--- src/rtl/io_port_decoder.sv ---
// Clocked host I/O chip-select decoder: synchronises nIOR/nIOW, matches the address
// against NUM_DEV base windows and drives registered active-low selects plus event pulses.
module io_port_decoder #(
    parameter int ADDR_W          = 16,
    parameter int NUM_DEV         = 2,
    parameter int WINDOW_BITS     = 4,
    parameter logic [NUM_DEV*ADDR_W-1:0] BASE_ADDRS = {16'h0080, 16'hFFF0},
    parameter int SYNC_STAGES     = 2,
    parameter int RECOVERY_CYCLES = 2,
    localparam int IDX_W          = (NUM_DEV > 1) ? $clog2(NUM_DEV) : 1
) (
    input  logic                CLK,
    input  logic                nRESET,
    input  logic [ADDR_W-1:0]   Address,
    input  logic                nIOR,
    input  logic                nIOW,
    input  logic                AEN,
    output logic [NUM_DEV-1:0]  nCS,
    output logic [IDX_W-1:0]    DevIdx,
    output logic                RdStb,
    output logic                WrStb,
    output logic                DecodeMiss,
    output logic                Conflict,
    output logic                Busy
);

    typedef enum logic [1:0] {
        IDLE      = 2'd0,
        ACCESS    = 2'd1,
        HOLD_MISS = 2'd2,
        RECOVER   = 2'd3
    } state_t;

    localparam logic [3:0] REC_LOAD = (RECOVERY_CYCLES > 0) ? 4'(RECOVERY_CYCLES - 1) : 4'd0;

    state_t                 state_r;
    logic [3:0]             recCnt_r;
    logic                   ownerWr_r;
    logic                   otherSeen_r;
    logic [SYNC_STAGES-1:0] rdSync_r;
    logic [SYNC_STAGES-1:0] wrSync_r;

    logic                   rd_s;
    logic                   wr_s;
    logic                   accOrig_s;
    logic                   accOther_s;
    logic                   hitAny_s;
    logic [IDX_W-1:0]       hitIdx_s;
    logic                   addrLowUnused_s;

    // The chains carry pin levels, so idle is all ones; the decision stage sees active-high strobes.
    assign rd_s       = ~rdSync_r[SYNC_STAGES-1];
    assign wr_s       = ~wrSync_r[SYNC_STAGES-1];
    assign accOrig_s  = ownerWr_r ? wr_s : rd_s;
    assign accOther_s = ownerWr_r ? rd_s : wr_s;
    assign addrLowUnused_s = ^Address;

    // Strobe synchroniser chains.
    always_ff @(posedge CLK or negedge nRESET) begin
        if (!nRESET) begin
            rdSync_r <= '1;
            wrSync_r <= '1;
        end else begin
            rdSync_r[0] <= nIOR;
            wrSync_r[0] <= nIOW;
            for (int i = 1; i < SYNC_STAGES; i++) begin
                rdSync_r[i] <= rdSync_r[i-1];
                wrSync_r[i] <= wrSync_r[i-1];
            end
        end
    end

    // Window match; scanning downwards lets the lowest matching index win.
    always_comb begin
        hitAny_s = 1'b0;
        hitIdx_s = '0;
        for (int k = NUM_DEV - 1; k >= 0; k--) begin
            if (Address[ADDR_W-1:WINDOW_BITS] ==
                BASE_ADDRS[k*ADDR_W+WINDOW_BITS +: ADDR_W-WINDOW_BITS]) begin
                hitAny_s = 1'b1;
                hitIdx_s = IDX_W'(k);
            end else begin
                hitAny_s = hitAny_s;
                hitIdx_s = hitIdx_s;
            end
        end
    end

    // Access sequencer with registered selects, pulses and busy flag.
    always_ff @(posedge CLK or negedge nRESET) begin
        if (!nRESET) begin
            state_r     <= IDLE;
            recCnt_r    <= 4'd0;
            ownerWr_r   <= 1'b0;
            otherSeen_r <= 1'b0;
            nCS         <= '1;
            DevIdx      <= '0;
            RdStb       <= 1'b0;
            WrStb       <= 1'b0;
            DecodeMiss  <= 1'b0;
            Conflict    <= 1'b0;
            Busy        <= 1'b0;
        end else begin
            RdStb      <= 1'b0;
            WrStb      <= 1'b0;
            DecodeMiss <= 1'b0;
            Conflict   <= 1'b0;
            case (state_r)
                IDLE: begin
                    if (rd_s && wr_s) begin
                        Conflict <= 1'b1;
                        state_r  <= HOLD_MISS;
                        Busy     <= 1'b1;
                    end else if (rd_s || wr_s) begin
                        Busy <= 1'b1;
                        if (AEN) begin
                            state_r <= HOLD_MISS;
                        end else if (hitAny_s) begin
                            state_r     <= ACCESS;
                            nCS         <= ~(NUM_DEV'(1'b1) << hitIdx_s);
                            DevIdx      <= hitIdx_s;
                            RdStb       <= rd_s;
                            WrStb       <= wr_s;
                            ownerWr_r   <= wr_s;
                            otherSeen_r <= 1'b0;
                        end else begin
                            DecodeMiss <= 1'b1;
                            state_r    <= HOLD_MISS;
                        end
                    end else begin
                        state_r <= IDLE;
                        Busy    <= 1'b0;
                    end
                end
                ACCESS: begin
                    // The device stays latched; only the originating strobe ends the access.
                    if (!accOrig_s) begin
                        nCS <= '1;
                        if (RECOVERY_CYCLES == 0) begin
                            state_r <= IDLE;
                            Busy    <= 1'b0;
                        end else begin
                            state_r  <= RECOVER;
                            recCnt_r <= REC_LOAD;
                        end
                    end else if (accOther_s && !otherSeen_r) begin
                        Conflict    <= 1'b1;
                        otherSeen_r <= 1'b1;
                    end else begin
                        otherSeen_r <= accOther_s;
                    end
                end
                HOLD_MISS: begin
                    if (!rd_s && !wr_s) begin
                        if (RECOVERY_CYCLES == 0) begin
                            state_r <= IDLE;
                            Busy    <= 1'b0;
                        end else begin
                            state_r  <= RECOVER;
                            recCnt_r <= REC_LOAD;
                        end
                    end else begin
                        state_r <= HOLD_MISS;
                    end
                end
                RECOVER: begin
                    if (recCnt_r == 4'd0) begin
                        state_r <= IDLE;
                        Busy    <= 1'b0;
                    end else begin
                        recCnt_r <= recCnt_r - 4'd1;
                    end
                end
                default: begin
                    state_r <= IDLE;
                    nCS     <= '1;
                    Busy    <= 1'b0;
                end
            endcase
        end
    end

endmodule
--- config.mk ---
export PLATFORM = sky130hd
export DESIGN_NAME = io_port_decoder
export DESIGN_NICKNAME = d
export VERILOG_FILES = /design/src/rtl/io_port_decoder.sv
export SDC_FILE = /design/constraint.sdc
export NUM_CORES = 1
export LEC_CHECK = 0
export CELL_PAD_IN_SITES_DETAIL_PLACEMENT = 1
export CELL_PAD_IN_SITES_GLOBAL_PLACEMENT = 2
export CORE_ASPECT_RATIO = 0.75
export CORE_MARGIN = 2
export CORE_UTILIZATION = 29
export DETAILED_ROUTE_END_ITERATION = 10
export MAX_ROUTING_LAYER = met4
export PLACE_DENSITY = 0.89
export SLEW_MARGIN = 10
export SYNTH_ARGS = -nofsm -noshare
export SYNTH_HDL_FRONTEND = slang
export SYNTH_SLANG_ARGS = --single-unit
--- constraint.sdc ---
create_clock -name CLK -period 2.05 [get_ports CLK]
set_clock_uncertainty 0.15 [all_clocks]
set_input_delay 0.3075 -clock CLK [delete_from_list [all_inputs] [get_ports CLK]]
set_output_delay 0.3075 -clock CLK [all_outputs]
set_load 0.03 [all_outputs]
After elaboration in Yosys (flattened, before gate mapping)
Index checks and enable logic that the tools add are counted.
Cells by class
  add/subtract/negate cells: 1
  eq/ne operators: 14
  shift-type cells: 1
  muxes and demuxes: 52
  bitwise gates (word level): 5
  reduce and logical (&&, ||, !) cells: 16
Operators with widths (number)
  1-bit 2-to-1 mux: 33
  2-bit 2-to-1 mux: 10
  2-bit != test, second input constant: 9
  12-bit equality test, second input constant: 1
  12-bit by 4-bit equality test with 1-bit output, second input constant: 1
  4-bit 2-to-1 mux: 3
  4-bit case mux with 3 select lines: 1
  6-bit AND reduction: 2
  2-bit case mux with 4 select lines: 1
  1-bit case mux with 2 select lines: 3
  5-bit AND reduction: 1
  2-bit equality test, second input constant: 2
  4-bit logical NOT: 1
  1-bit inverter: 4
  2-bit case mux with 2 select lines: 1
  2-bit AND reduction: 2
  4-bit AND reduction: 1
  2-bit nonzero test: 2
  4-bit by 1-bit subtractor with 4-bit output, second input constant: 1
  1-bit logical AND: 3
  3-bit nonzero test: 1
  2-bit by 1-bit equality test with 1-bit output, second input constant: 1
  2-bit logical NOT: 1
  2-bit inverter: 1
  other kinds (3): 3
Storage, ports and cells
  bits in registers: 20
  bits of input ports: 21
  output and inout port bits: 8
  word-level logic and storage cells: 102

Longest topological paths before layout
  depth after elaboration: 10
  depth in mapped cells: 8
  depth with buffers taken out: 7

Worst setup path before layout
Ideal clock, no wire load.
  kind: register -> register
  from: register state_r[0]
  to: register nCS[1]
  setup time: 0.060 ns
  data arrival time: 1.547 ns
  required time: 1.840 ns
  path slack: 0.293 ns
  cell stages (with the launch flop): 9
  buffers on the path: 1
  period minus slack after synthesis: 1.757 ns
  cells stage by stage: dfrtp_1 inv_1 ha_1 buf_2 nand2b_1 nor2_1 o21ai_0 a21oi_1 o22a_1
Between the ends
  word-level cells in the longest chain between the ends: 3
  elaborated cells between the ends (all ways): 10
  those cells by class: eq/ne: 6; mux: 1; reduce/logical: 3
RTL lines
  from (decl): line 36  | state_t state_r;
  from (signal assigned): line 92  | state_r <= IDLE;
  from (signal assigned): line 112  | state_r <= HOLD_MISS;
  from (signal assigned): line 117  | state_r <= HOLD_MISS;
  2-bit by 1-bit equality test with 1-bit output / 2-bit logical NOT (equally long branches): line 108  | case (state_r)
  2-bit != test (no source line) / 2-bit nonzero test (equally long branches)
  6-bit AND reduction (no source line)
  to (signal assigned): line 120  | nCS <= ~(NUM_DEV'(1'b1) << hitIdx_s);
  to (decl): line 18  | output logic [NUM_DEV-1:0] nCS,
Several ways; a longest one is shown, not always the timed one.
A chain may end at the register's enable or synchronous reset.

Worst setup path after layout
  from: register nCS[0]
  to: output port nCS[0]
No word-level cell between the ends.

==> out/metrics.cfg <==
[synth]
ys_top_cells_by_count = dfrtp_1 (14), nand2_1 (9), inv_1 (7)
synth_area_leaders = dfrtp_1 (32%), dfstp_2 (14%), ha_1 (6.9%)
synth.top_cell.area_share_pct = 32.0
synth-seq-cells = 20
synthFlopType = dfrtp_1
synth_edf_count = 0
synthesis.area_mm2 = 0.00109
synthArstFlopShare_pct = 100
ys.warnings.count = 0
yosysTopAreaCell = dfrtp_1
synth_area_per_cell_um2 = 10.5
synth_cell_type_count = 43
yosysSeqAreaShare_pct = 46.5
syn_nets = 131
synthCells = 104
synthMostInstantiatedCell = dfrtp_1

[cts]
postCtsHoldBufs = 0
clock_path_buffers = 2
cts_setup_buffers = 0
cts_resized = 0
clkLatencyLatePin_ns = 0.26
tritoncts = done
root_buffer = clkbuf_8
path_clk_slew_ns = 0.08
cts_buffers = 3
cts_sinks = 20
htree_levels = 1

[detailed_routing]
vias_per_cell = 4.97
post-route-drc-count = 0
avgRoutedWirePerCell_um = 14.1
drtPass1Iterations = 4
drt_iter0_drc = 17
vias = 915
routed_wl_um = 2590
ant_nets = 0

[power]
worst_ir_drop_vdd_uv = 589
p_leak_nw = 0.600
powerDensity_mw_per_mm2 = 1060

[outcome]
outcome = finished, final reports clean

[global_route]
grt_pass1_vias = 965
grt_max_degree = 21
gr-usage-all-layers_pct = 14.3
grt_pass1_wl_um = 4450
antenna_found_initial = 0
grt.overflow.total = 0

[final_layout]
nFillCells = 402
area_delta_synth_final_pct = 36.8
layout-drive-gt1-share_pct = 18.2
post-route-util_pct = 41.1
n_antenna_cell = 0
design_area_mm2 = 0.00150
nNetsFinal = 160

[sta]
worst_pin_slew_ns = 0.539
fmax_mhz = 517
slew_headroom_pct = 63.7
min_period_over_period_pct = 94.4
min_period_ns = 1.94
rsz0062_at_grt = no
holdWs_ns = 0.210
hold_viol = 0
setup_viol = 0
drv_slew = 0
setup_tns_ns = 0

[critical_path]
critPathTopFamily = buffers and inverters
cp_slowest_cell = clkdlybuf4s50_1
cp_data_arrival_time_ns = 1.48
required_ns = 1.59
crit_chain = clkdlybuf4s50_1
start_kind = flop
end_kind = output pin
path_buf_inv = 1
cp_max_fo = 3
cpPeakStageDelay_ns = 0.67
crit_type = flop to output pin

[floorplan]
rows = 19
coreArea_mm2 = 0.00364
start_util_pct = 30.1
die_area_mm2 = 0.00428
chipWidth_um = 74.9
io_pins = 29
fp.dieH_um = 57.2

[min_path]
hold_class = flop to flop

[placed_design]
dpl.hpwl_um = 2020
place_congestion = 0.756
placed_cell_area_mm2 = 0.00141
io_buffers = 24

[job]
drv_cap = 0

[cell usage in the layout (no fill, tap or decap), drive strengths merged, types with 4 or more instances in the layout]
| cell type | count |
|---|---|
| nor2 | 5 |
| nand2 | 9 |
| buf | 5 |
| inv | 7 |
| clkdlybuf4s50 | 24 |
| ha | 6 |
| a21oi | 4 |
| nand2b | 4 |
| dfrtp | 14 |
| dfstp | 6 |
[per-stage QoR]
step           setup slack, ns  power [W]  cells
4_1_cts                 0.0965    0.00160    184
3_5_place_dp            -0.174    0.00118    180
6_report                 0.115    0.00158    184
3_3_place_gp           -0.0923    0.00115    180
5_1_grt                0.00590    0.00169    184
2_1_floorplan            0.293   0.000964    104
[final cells by class]
type,count,area [µm²],share of cell area [%]
Tap cell,52,65.1,4.35
Clock inverter,1,30.0,2.01
Multi-Input combinational cell,72,548,36.6
Sequential cell,20,508,33.9
Clock buffer,3,41.3,2.76
Inverter,7,26.3,1.76
Timing Repair Buffer,29,278,18.6
[path summary, 6_finish.rpt]
check / slack [ns] / startpoint / endpoint / cells past startpoint
max: 0.11 / nCS[0] / nCS[0] / 1
min: 0.21 / wrSync_r[0] / wrSync_r[1] / 0
max reg2reg: 0.19 / state_r[0] / recCnt_r[2] / 7
min reg2reg: 0.21 / wrSync_r[0] / wrSync_r[1] / 0
max in group asynchronous: 1.26 / nRESET / nCS[0] / 2
min in group asynchronous: 0.23 / nRESET / Busy / 2
[cells by family (layout without fill, tap and decap cells)]
logic type,after synthesis,count (layout),synth area share (%)
flops,20,20,46.5
buf+inv,12,40,4.58
xor+xnor,1,1,0.801
mux,1,1,0.915
fa+ha+maj,7,7,7.78
compound gates,24,24,16.1
simple gates,39,39,23.3
[per-layer routing]
metal  routed length [µm]  GRT usage [%]
met5                    0              -
met3                  107           4.24
met4                   40           3.32
met1                 1130           16.6
met2                 1320           24.3
[where the power goes]
group | internal, W | switching, W | total [W]
Combinational | 0.000283 | 0.000352 | 0.000635
Sequential | 0.000489 | 0.0000637 | 0.000552
Clock | 0.000261 | 0.000134 | 0.000395
[sequential cells by signal, indices dropped and copies added, names as in the netlist]
register     flops
WrStb            1
state_r          2
rdSync_r         2
nCS              2
wrSync_r         2
Busy             1
DecodeMiss       1
DevIdx           1
otherSeen_r      1
Conflict         1
RdStb            1
recCnt_r         4
ownerWr_r        1
(Power assumes the default switching activity.)
